### config.mk
export PLATFORM = sky130hd
export DESIGN_NAME = pll_reset_sequencer
export DESIGN_NICKNAME = d
export VERILOG_FILES = /design/src/rtl/pll_reset_sequencer.sv
export SDC_FILE = /design/constraint.sdc
export NUM_CORES = 1
export LEC_CHECK = 0
export ABC_AREA = 1
export CORE_ASPECT_RATIO = 0.5
export CORE_UTILIZATION = 30
export DETAILED_ROUTE_END_ITERATION = 6
export PLACE_DENSITY_LB_ADDON = 0.05
export SETUP_SLACK_MARGIN = 0.02
export SYNTH_ARGS = -nofsm -noshare
export SYNTH_HDL_FRONTEND = slang
export SYNTH_SLANG_ARGS = --single-unit
### constraint.sdc
create_clock -name clk -period 1.7 [get_ports clk]
set_input_delay 0.51 -clock clk [delete_from_list [all_inputs] [get_ports clk]]
set_output_delay 0.51 -clock clk [all_outputs]
set_load 0.1 [all_outputs]
### src/rtl/pll_reset_sequencer.sv
// Reset sequencer downstream of the PLL: holds rst_out until lock has been stable,
// re-asserts it on lock loss, counts RUN-time lock losses and strobes a microsecond tick.
module pll_reset_sequencer #(
   parameter int LOCK_STABLE_CYCLES = 1024,
   parameter int RESET_HOLD_CYCLES  = 16,
   parameter int TICK_DIV           = 96,
   parameter int CNT_W              = 16
) (
   input  logic       clk,
   input  logic       reset,
   input  logic       locked,
   output logic       rst_out,
   output logic       ready,
   output logic       tick_us,
   output logic [7:0] lock_loss_cnt
);

   localparam logic [1:0] S_WAIT_LOCK = 2'd0;
   localparam logic [1:0] S_STABLE    = 2'd1;
   localparam logic [1:0] S_HOLD      = 2'd2;
   localparam logic [1:0] S_RUN       = 2'd3;

   localparam int DIV_W = $clog2(TICK_DIV);
   localparam logic [CNT_W-1:0] STABLE_LAST = CNT_W'(LOCK_STABLE_CYCLES - 1);
   localparam logic [CNT_W-1:0] HOLD_LAST   = CNT_W'(RESET_HOLD_CYCLES - 1);
   localparam logic [DIV_W-1:0] DIV_LAST    = DIV_W'(TICK_DIV - 1);

   logic [1:0]       r_sync;
   logic [1:0]       r_state;
   logic [CNT_W-1:0] r_cnt;
   logic [DIV_W-1:0] r_div;
   logic             r_rst_out;
   logic             r_ready;
   logic             r_tick;
   logic [7:0]       r_loss_cnt;

   logic             w_locked_s;
   logic [1:0]       w_state_next;
   logic [CNT_W-1:0] w_cnt_next;
   logic [DIV_W-1:0] w_div_next;
   logic             w_rst_next;
   logic             w_ready_next;
   logic             w_tick_next;
   logic [7:0]       w_loss_next;

   assign w_locked_s = r_sync[1];

   // Outputs default to the "held in reset" values; only HOLD->RUN and RUN release them.
   always_comb begin
      w_state_next = r_state;
      w_cnt_next   = r_cnt;
      w_div_next   = '0;
      w_rst_next   = 1'b1;
      w_ready_next = 1'b0;
      w_tick_next  = 1'b0;
      w_loss_next  = r_loss_cnt;
      case (r_state)
         S_WAIT_LOCK: begin
            w_cnt_next = '0;
            if (w_locked_s) begin
               w_state_next = S_STABLE;
            end
         end
         S_STABLE: begin
            if (!w_locked_s) begin
               w_state_next = S_WAIT_LOCK;
               w_cnt_next   = '0;
            end else if (r_cnt == STABLE_LAST) begin
               w_state_next = S_HOLD;
               w_cnt_next   = '0;
            end else begin
               w_cnt_next = r_cnt + 1'b1;
            end
         end
         S_HOLD: begin
            if (!w_locked_s) begin
               w_state_next = S_WAIT_LOCK;
               w_cnt_next   = '0;
            end else if (r_cnt == HOLD_LAST) begin
               w_state_next = S_RUN;
               w_cnt_next   = '0;
               w_rst_next   = 1'b0;
               w_ready_next = 1'b1;
            end else begin
               w_cnt_next = r_cnt + 1'b1;
            end
         end
         S_RUN: begin
            if (!w_locked_s) begin
               w_state_next = S_WAIT_LOCK;
               w_cnt_next   = '0;
               if (r_loss_cnt != 8'hFF) begin
                  w_loss_next = r_loss_cnt + 8'd1;
               end
            end else begin
               w_rst_next   = 1'b0;
               w_ready_next = 1'b1;
               w_tick_next  = (r_div == DIV_LAST);
               w_div_next   = (r_div == DIV_LAST) ? '0 : r_div + 1'b1;
            end
         end
         default: begin
            w_state_next = S_WAIT_LOCK;
            w_cnt_next   = '0;
         end
      endcase
   end

   always_ff @(posedge clk) begin
      if (reset) begin
         r_sync     <= 2'b00;
         r_state    <= S_WAIT_LOCK;
         r_cnt      <= '0;
         r_div      <= '0;
         r_rst_out  <= 1'b1;
         r_ready    <= 1'b0;
         r_tick     <= 1'b0;
         r_loss_cnt <= 8'd0;
      end else begin
         r_sync     <= {r_sync[0], locked};
         r_state    <= w_state_next;
         r_cnt      <= w_cnt_next;
         r_div      <= w_div_next;
         r_rst_out  <= w_rst_next;
         r_ready    <= w_ready_next;
         r_tick     <= w_tick_next;
         r_loss_cnt <= w_loss_next;
      end
   end

   assign rst_out       = r_rst_out;
   assign ready         = r_ready;
   assign tick_us       = r_tick;
   assign lock_loss_cnt = r_loss_cnt;

endmodule

### After elaboration in Yosys (flattened, before gate mapping)

Index checks and enable logic that the tools add are counted.

* $add $sub $neg: 3
* equality and inequality tests: 11
* multiplexer cells: 21
* bitwise operators: 2
* reductions and logical operators: 5

Operators with widths (number)
* 2-to-1 mux 16 bit: 5
* case mux 16 bit (4 select lines): 1
* adder 16 x 1 -> 16 bit (second input constant): 1
* equality test 16 x 10 -> 1 bit (second input constant): 1
* equality test 16 x 4 -> 1 bit (second input constant): 1
* 2-to-1 mux 2 bit: 6
* adder 8 x 1 -> 8 bit (second input constant): 1
* inequality test 8 bit (second input constant): 1
* case mux 2 bit (4 select lines): 1
* adder 7 x 1 -> 7 bit (second input constant): 1
* equality test 7 bit (second input constant): 1
* 2-to-1 mux 1 bit: 6
* inequality test 3 bit (second input constant): 2
* equality test 2 bit (second input constant): 2
* inequality test 2 bit (second input constant): 2
* case mux 1 bit (2 select lines): 2
* AND reduction 4 bit: 1
* OR reduction 4 bit: 1
* AND reduction 3 bit: 1
* OR reduction 3 bit: 1
* equality test 2 x 1 -> 1 bit (second input constant): 1
* logical NOT 2 bit: 1
* NOT 1 bit: 2

* register bits: 38
* input port bits: 3
* output and inout bits: 11

### Depth between registers and ports, before layout

Gate-level depths: netlist of the first run.

* depth in word-level cells: 4
* gate-level depth with buffers: 10

### Worst setup path before layout of the first run

No wires, ideal clock.

* kind: register to register
* start point: register r_loss_cnt[1], in the netlist lock_loss_cnt[1]
* end point: register r_loss_cnt[1], in the netlist lock_loss_cnt[1]
* library setup time: 0.117 ns
* arrival time: 1.947 ns
* required time: 1.583 ns
* slack: -0.364 ns
* cell stages (with the launch flop): 7
* path buffers: 0
* cells stage by stage: dfxtp_1 > ha_1 > nand3_2 > o21ai_4 > inv_4 > nor2_1 > nor2_1

* longest elaborated chain between the ends: 2

RTL lines
* from (decl): line 35 `logic [7:0] r_loss_cnt;`
* from (signal assigned): line 127 `r_loss_cnt <= w_loss_next;`
* branches (longest 2 deep; another with adder 8 x 1 -> 8 bit)

Parallel ways; which one is timed is not known.
A chain may end at the register's enable or synchronous reset.

### Final worst setup path of the first run

* start point: register r_cnt[1]
* end point: register r_cnt[5]

* longest elaborated chain between the ends: 4

RTL lines
* from (decl): line 30 `logic [CNT_W-1:0] r_cnt;`
* from (signal assigned): line 122 `r_cnt <= w_cnt_next;`
* adder 16 x 1 -> 16 bit, or another cell as far along: line 72, 85
* 2-to-1 mux 16 bit, on equally long branches: line 79, 68
* 2-to-1 mux 16 bit, on equally long branches: line 76, 65
* case mux 16 bit (4 select lines) *: line 57 `case (r_state)`

Mark *: on every way between the ends. The rest lies on a longest branch, timed or not.

==> metrics.yaml, run 1 <==
critPathSlowestCell: "dfxtp_1"
cp-start-kind: "flip-flop"
clk_pin_slew_ns: 0.06
synth_area_per_cell_um2: 6.90
cts.htree.levels: 2
critPathBufInv: 0
worstPathCellList: "ha_2, nand3_1, nor2_2, nand2_1, nand2_2, nand2_4, nand2_2, a21oi_1"
cp.required_ns: 1.87
critPathTopFamily: "simple AND/OR/NAND/NOR gates"
hold_buffers: 0
yosysWarnings: 0
path_common_cell: "nand2_2"
routedWlPerCell_um: 11.2
port_buffers: 13
max_slew_margin_pct: 78.2
ys_types: 29
power.density_nw_per_um2: 1000
cts_sinks: 38
cts_tree: "built"
regToRegSetupSlack_ns: 0.13
start_util_pct: 32.1
setup_viol: 0
ys_seq_elements: 38
drt_first_pass_iters: 5
worst_pin_slew_ns: 0.325
grt_pass1_vias: 1704
synthFlopType: "dfxtp_1"
async_flop_share_pct: 0
slew_violations: 0
synth_top_area_share_pct: 37.9
cts.path.max_buffers: 2
hold_viol: 0
ant_nets: 0
fin_setup_tns_ns: 0
worstSkewPairLatency_ns: 0.28
track_usage_pct: 15.1
slowest_delay_ns: 0.37
yosysSeqAreaShare_pct: 37.9
critPathCaptureType: "flip-flop"
yosysMostFrequentCell: "nand2_1"
antenna_found_initial: 0
ioPinCount: 14
syn_nets: 302
ys_top_cells_by_count: "nand2_1, nor2_1, dfxtp_1, inv_1, nand3_1"
total_power_mw: 2.68
grt_max_degree: 13
finalCriticalPeriod_ns: 1.57
finalCritPeriodShare_pct: 92.5
drive_above_1_share_pct: 17.7
ctsRootBufferMaster: "clkbuf_16"
gp_congestion: 0.783
syn_area_um2: 2010
nFillCells: 629
status: "finished clean"
ys_top_cells_by_area: "dfxtp_1, nand2_1, nor2_1"
drv_cap: 0
nets: 332
post-route-drc-count: 0
rsz0062_at_grt: "true"
core_um2: 6260
totalWireLength_um: 4610
gr-total-overflow: 0
drt_iter0_markers: 99
dpl.hpwl_um: 3440
dieArea_um2: 7050
rows: 20
power_leakage_nw: 1.06
via_per_inst: 4.51
grt_pass1_wl_um: 8110
vias: 1850
die_h_um: 59.9
synth_edf_count: 0
diodes: 0
clock_skew_ns: 0.00574
yosys.area.top_type: "dfxtp_1"
whs_ns: 0.404
min_path_type: "flip-flop to flip-flop"
die_w_um: 118
irDropWorstVdd_mv: 0.403
clock.fmax_mhz: 636
arrival_ns: 1.74
areaGrowthSynthToFinish_pct: 33.0
syn_inst: 291
crit_path_max_fanout: 7
crit_type: "flip-flop to flip-flop"
cts_buffers: 5
-- kinds of logic after synthesis --
family	count (synthesis)	synth area share (%)
simple gates	154	33.5
fa+ha+maj	8	4.98
buf+inv	43	8.60
xor+xnor	9	3.92
compound gates	39	11.1
flops	38	37.9
-- final cells by class --
cell class	instances	area (um2)	share of cell area, %
Timing Repair Buffer	26	350	13.1
Multi-Input combinational cell	210	1090	40.7
Tap cell	88	110	4.12
Clock inverter	2	60.1	2.25
Inverter	40	153	5.72
Clock buffer	6	139	5.20
Sequential cell	38	771	28.9
-- placed cells by master, fill, tap and decap left out, types with 5 or more instances in the layout --
cell type  instances
nand2_1           69
inv_1             38
nor2_1            38
dfxtp_1           30
nand3_1           21
a21oi_1           17
o21ai_0           13
buf_12            12
buf_4             12
dfxtp_2            8
nand4_1            7
ha_1               7
nand2_2            5
xor2_1             5
clkbuf_16          5
-- routing by layer --
layer  wire [um]  track usage, %
met1        2440            20.4
met2        1900            23.0
met3         215            4.77
met4          50            4.95
met5           0               0
-- worst register-to-register path, stage by stage (launching register included) --
cell	delay (ns)
dfxtp_1	0.37
ha_2	0.22
nand3_1	0.15
nor2_2	0.18
nand2_1	0.08
nand2_2	0.12
nand2_4	0.10
nand2_2	0.15
a21oi_1	0.08
-- what timing repair did --
action                     in CTS  in global routing
buffers inserted                0                  0
resized for setup               0                  4
setup endpoints to repair       0                 18
-- flip-flops by register name, indices dropped and copies added, names as in the netlist --
register       count
r_state            2
r_sync             2
lock_loss_cnt      8
r_div              7
tick_us            1
rst_out            1
ready              1
r_cnt             16
-- final timing paths --
| check | end | cells past startpoint | startpoint |
|---|---|---|---|
| min reg2reg | r_sync[1] | 2 | r_sync[0] |
| min | r_sync[1] | 2 | r_sync[0] |
| max | r_cnt[5] | 8 | r_cnt[1] |
| max reg2reg | r_cnt[5] | 8 | r_cnt[1] |
-- stage by stage --
stage               worst slack [ns]  area, um2  instances  utilization, %
finish                         0.128       2670        410            42.7
detailed placement           -0.0804       2460        402            39.3
CTS                           0.0523       2660        410            42.5
global placement             -0.0332       2460        402            39.3
floorplan                     0.0233       2020        291               -
global route                 -0.0241       2670        410            42.7
-- power breakdown --
group	internal, mW	switching [mW]
sequential	0.927	0.0315
combinational	0.179	0.293
clock	0.881	0.371
Power figures use the tool's default switching activity.
==> inputs of run 2 (changes only) <==
--- a/config.mk
+++ b/config.mk
@@ -5,7 +5,6 @@
 export SDC_FILE = /design/constraint.sdc
 export NUM_CORES = 1
 export LEC_CHECK = 0
-export ABC_AREA = 1
 export CORE_ASPECT_RATIO = 0.5
 export CORE_UTILIZATION = 30
 export DETAILED_ROUTE_END_ITERATION = 6
==> run 2 against run 1 <==
  * Synthesized area shrank 12%
  * Sequential power shrank 6.7%
  * The flow now finishes with violations (negative setup slack)
  * Synthesized cell count decreased by 32%
  * Sequential share of layout area decreased by 1.1 points
  * Largest cell class unchanged
  * Critical path depth fell by 1
  * Combinational power fell by 80%
  * First-iteration DRC count down 74%
  * Wire length is 10% lower
  * Worst hold slack improved by 0.029 ns
  * Clock skew rose by 0.0014 ns
==> metrics.yaml, run 2 <==
arrival_ns: 2.29
grt_pass1_vias: 1566
ant_nets: 0
crit_path_max_fanout: 10
dieArea_um2: 6240
dpl.hpwl_um: 3070
yosysSeqAreaShare_pct: 42.9
top_register: "r_cnt"
hold_viol: 0
drt_first_pass_iters: 4
ys_types: 39
cts_buffers: 5
async_flop_share_pct: 0
cts.path.max_buffers: 2
grt_max_degree: 15
drt_iter0_markers: 26
setup_viol: 20
slew_violations: 0
irDropWorstVdd_mv: 0.377
utilization_pct: 50.8
status: "complete, but fails checks"
min_path_type: "flip-flop to flip-flop"
vias: 1611
track_usage_pct: 14.7
post-route-drc-count: 0
cts.htree.levels: 2
clock.fmax_mhz: 474
drv_cap: 0
dp_slack_ns: -0.521
nets: 279
finalCriticalPeriod_ns: 2.11
ys_seq_elements: 38
worstSkewPairLatency_ns: 0.29
via_per_inst: 4.71
rsz0062_at_grt: "true"
clk_pin_slew_ns: 0.06
crit_type: "flip-flop to flip-flop"
totalWireLength_um: 4150
die_w_um: 111
finalCritPeriodShare_pct: 124
layout_common_cells: "buf_4, nor2_1, dfxtp_1, nand2_1"
nFillCells: 509
antenna_found_initial: 0
yosysWarnings: 0
layout_commonest_cell: "buf_4"
synth_edf_count: 0
clock_skew_ns: 0.00713
critPathCaptureType: "flip-flop"
largest_reg_flops: 16
cts_tree: "built"
grt_pass1_wl_um: 7070
syn_nets: 210
areaGrowthSynthToFinish_pct: 60.2
rows: 19
synthFlopType: "dfxtp_1"
routedWlPerCell_um: 12.1
ioPinCount: 14
synth_top_area_share_pct: 42.9
drive_above_1_share_pct: 37.9
fin_setup_tns_ns: -6.53
violations: "negative setup slack"
worst_pin_slew_ns: 0.305
start_util_pct: 31.7
power_leakage_nw: 1.10
cts_sinks: 38
yosysMostFrequentCell: "dfxtp_1"
core_um2: 5590
gp_congestion: 0.744
power.density_nw_per_um2: 726
cp.required_ns: 1.88
ctsRootBufferMaster: "clkbuf_16"
syn_area_um2: 1770
die_h_um: 56.4
setup_ws_ns: -0.409
synth_area_per_cell_um2: 8.91
diodes: 0
cp-start-kind: "flip-flop"
port_buffers: 13
syn_inst: 199
max_slew_margin_pct: 79.5
gr-total-overflow: 0
yosys.area.top_type: "dfxtp_1"
ys_top_cells_by_area: "dfxtp_1, nor2_1, xor2_1"
ys_top_cells_by_count: "dfxtp_1, nor2_1, nand2_1, xor2_1, nand4_1"
## run 2: cell count changes in the layout (fill, tap and decap cells not counted), moves of 8 or more
cell,delta
nand2_1,-52
inv_1,-33
buf_4,+31
nand3_1,-15
a21oi_1,-12
o21ai_0,-12
xor2_1,+8
## run 2: per-stage QoR
stage	power [mW]	instance area (um2)	hold WS (ns)	cells
6_report	2.06	2840	0.433	342
5_1_grt	2.16	2840	0.476	342
4_1_cts	2.09	2820	0.434	343
3_5_place_dp	0.994	2520	0.420	329
3_3_place_gp	0.994	2520	0.423	329
2_1_floorplan	0.963	1850	0.413	199
## run 2: final timing paths
| path | depth (start not counted) | slack, ns | endpoint | start |
|---|---|---|---|---|
| min | 1 | 0.43 | r_sync[1] | r_sync[0] |
| max | 7 | -0.41 | r_cnt[13] | r_cnt[7] |
| max reg2reg | 7 | -0.41 | r_cnt[13] | r_cnt[7] |
| min reg2reg | 1 | 0.43 | r_sync[1] | r_sync[0] |
## run 2: where the power goes
group	total, mW	internal (mW)	switching (mW)
Clock	1.07	0.692	0.380
Combinational	0.0963	0.0470	0.0493
Sequential	0.894	0.888	0.00622
## run 2: logic make-up (layout without fill, tap and decap cells)
kind of cell    after synthesis  count (layout)  synth area share, %
buf+inv                       7              77                 1.48
simple gates                 98              98                 28.6
fa+ha+maj                     8               8                 5.65
flops                        38              38                 42.9
xor+xnor                     19              19                 9.39
compound gates               28              28                 11.4
mux                           1               1                0.565
## run 2: metal layers
metal  share of wire [%]  track usage (%)  up-vias
li1                    -                -      845
met1                  49             17.6      736
met2                  46             24.3       22
met3                 3.6             5.40        8
met4                 1.2             5.14        0
met5                   0                0        -
## run 2: timing repair
item / 4_1_cts / 5_1_grt
resized for setup: 15 / 11
buffers inserted: 6 / 0
pin swaps: 14 / 7
gates cloned: 0 / 0
hold buffers: 0 / 0
setup endpoints to repair: 20 / 28
## run 2: critical path, stage by stage (launching register included)
cell	delay (ns)
dfxtp_2	0.32
or4b_4	0.53
or4_4	0.55
nand2_4	0.10
o22ai_4	0.09
buf_12	0.16
buf_6	0.10
a22o_1	0.16
## run 2: cell type report
type	instances	area [um2]	area share [%]
sequential	38	790	27.8
timing repair buffer	64	671	23.6
inverter	5	18.8	0.661
multi-input combinational	154	1100	38.8
clock buffer	5	125	4.41
tap	73	91.3	3.22
clock inverter	3	43.8	1.54
==> inputs of run 3 (changes only) <==
--- a/config.mk
+++ b/config.mk
@@ -7,9 +7,9 @@
 export LEC_CHECK = 0
 export CORE_ASPECT_RATIO = 0.5
 export CORE_UTILIZATION = 30
+export CTS_CLUSTER_SIZE = 30
 export DETAILED_ROUTE_END_ITERATION = 6
 export PLACE_DENSITY_LB_ADDON = 0.05
-export SETUP_SLACK_MARGIN = 0.02
 export SYNTH_ARGS = -nofsm -noshare
 export SYNTH_HDL_FRONTEND = slang
 export SYNTH_SLANG_ARGS = --single-unit
==> run 3 against run 2 <==
  * The run still ends with negative setup slack left
  * Critical endpoint is now r_cnt[9]
  * Count of clock-buffer cells in the layout increased by 1
  * Wire length decreased by 0.34%
  * Final cell count increased by 0.29%
==> metrics.yaml, run 3 (synthesis results as in run 2) <==
ant_nets: 0
gr-total-overflow: 0
cts_buffers: 5
irDropWorstVdd_mv: 0.364
slowest_delay_ns: 0.60
utilization_pct: 50.3
critPathSlowestCell: "or4_4"
pwr-share-seq_pct: 45.6
nets: 280
finalCriticalPeriod_ns: 2.17
whs_ns: 0.439
clock.fmax_mhz: 461
dieArea_um2: 6240
setup_ws_ns: -0.468
grt_pass1_wl_um: 7220
cp.required_ns: 1.87
worst_pin_slew_ns: 0.323
cts.path.max_buffers: 2
via_per_inst: 4.75
dpl.hpwl_um: 3060
p_int_mw: 1.52
power_switching_mw: 0.436
die_w_um: 111
min_path_type: "flip-flop to flip-flop"
violations: "negative setup slack"
worstPathCellList: "or4b_1, or4_4, nand2_4, o22ai_4, buf_12, a221o_1"
diodes: 0
dp_slack_ns: -0.532
layout_common_cells: "buf_4, nor2_1, dfxtp_1, nand2_1, buf_12"
largest_reg_flops: 16
ctsRootBufferMaster: "clkbuf_16"
rows: 19
crit_type: "flip-flop to flip-flop"
cts_sinks: 38
power.density_nw_per_um2: 697
core_um2: 5590
routedWlPerCell_um: 12.1
vias: 1628
gp_congestion: 0.803
max_slew_margin_pct: 78.3
drt_iter0_markers: 50
grt_pass1_vias: 1611
cts.htree.levels: 2
status: "complete, but fails checks"
ioPinCount: 14
drv_cap: 0
critPathBufInv: 1
layout_commonest_cell: "buf_4"
clock_skew_ns: 0.0105
swShare_pct: 22.2
drt_first_pass_iters: 4
clk_pin_slew_ns: 0.06
start_util_pct: 31.7
arrival_ns: 2.34
grt_max_degree: 13
areaGrowthSynthToFinish_pct: 58.6
power_leakage_nw: 1.10
slew_violations: 0
hold_viol: 0
combinationalPowerShare_pct: 5.4
crit_path_max_fanout: 11
totalWireLength_um: 4140
port_buffers: 13
setup_viol: 20
rsz0062_at_grt: "true"
die_h_um: 56.4
placed_area_um2: 2550
cp-start-kind: "flip-flop"
top_register: "r_cnt"
fin_area_um2: 2810
antenna_found_initial: 0
p_clk_share_pct: 49.1
drive_above_1_share_pct: 36.3
cts_tree: "built"
post-route-drc-count: 0
critPathTopFamily: "simple AND/OR/NAND/NOR gates"
critPathCaptureType: "flip-flop"
finalCritPeriodShare_pct: 128
worstSkewPairLatency_ns: 0.29
track_usage_pct: 15.1
regToRegSetupSlack_ns: -0.47
==> run 3: area by class of cell <==
| class | instances | area, um2 |
|---|---|---|
| multi-input cells | 154 | 1090 |
| clock buffers | 6 | 139 |
| well taps | 73 | 91.3 |
| flip-flops and latches | 38 | 788 |
| clock inverters | 2 | 11.3 |
| fillers | 531 | 2780 |
| inverters | 5 | 18.8 |
| repair buffers | 65 | 672 |
==> run 3: metal layers <==
metal	global-route usage (%)	routed length, um	vias up	part of all wire (%)
met3	5.29	154	7	3.7
met2	25.2	1910	14	46
met5	0	0	-	0
li1	-	-	849	-
met4	6.86	63	0	1.5
met1	17.6	2010	758	48
==> run 3: power groups by stage <==
stage                     registers, mW  clock network [mW]  logic, mW
after global routing              0.894                1.04      0.116
after CTS                         0.893               0.990      0.107
final                             0.894               0.962      0.105
after global placement            0.912                   0     0.0979
after detailed placement          0.912                   0      0.101
after floorplan                   0.912                   0     0.0511
==> run 3: per-stage QoR <==
step | setup TNS (ns) | cells | total power, mW
finish | -7.54 | 343 | 1.96
global route | -8.84 | 343 | 2.05
CTS | -7.51 | 343 | 1.99
detailed placement | -7.42 | 332 | 1.01
global placement | -6.94 | 332 | 1.01
floorplan | -4.29 | 199 | 0.963
==> run 3: what timing repair did <==
item,in CTS,in global routing
resized for setup,9,5
pin swaps,16,4
endpoints found under the setup margin,20,25
hold buffers,0,0
setup buffers,3,0
==> run 3: path summary, 6_finish.rpt <==
| check | start | to | cells after the start |
|---|---|---|---|
| hold reg to reg | r_sync[0] | r_sync[1] | 1 |
| hold / removal | r_sync[0] | r_sync[1] | 1 |
| setup reg to reg | r_cnt[7] | r_cnt[9] | 6 |
| setup / recovery | r_cnt[7] | r_cnt[9] | 6 |
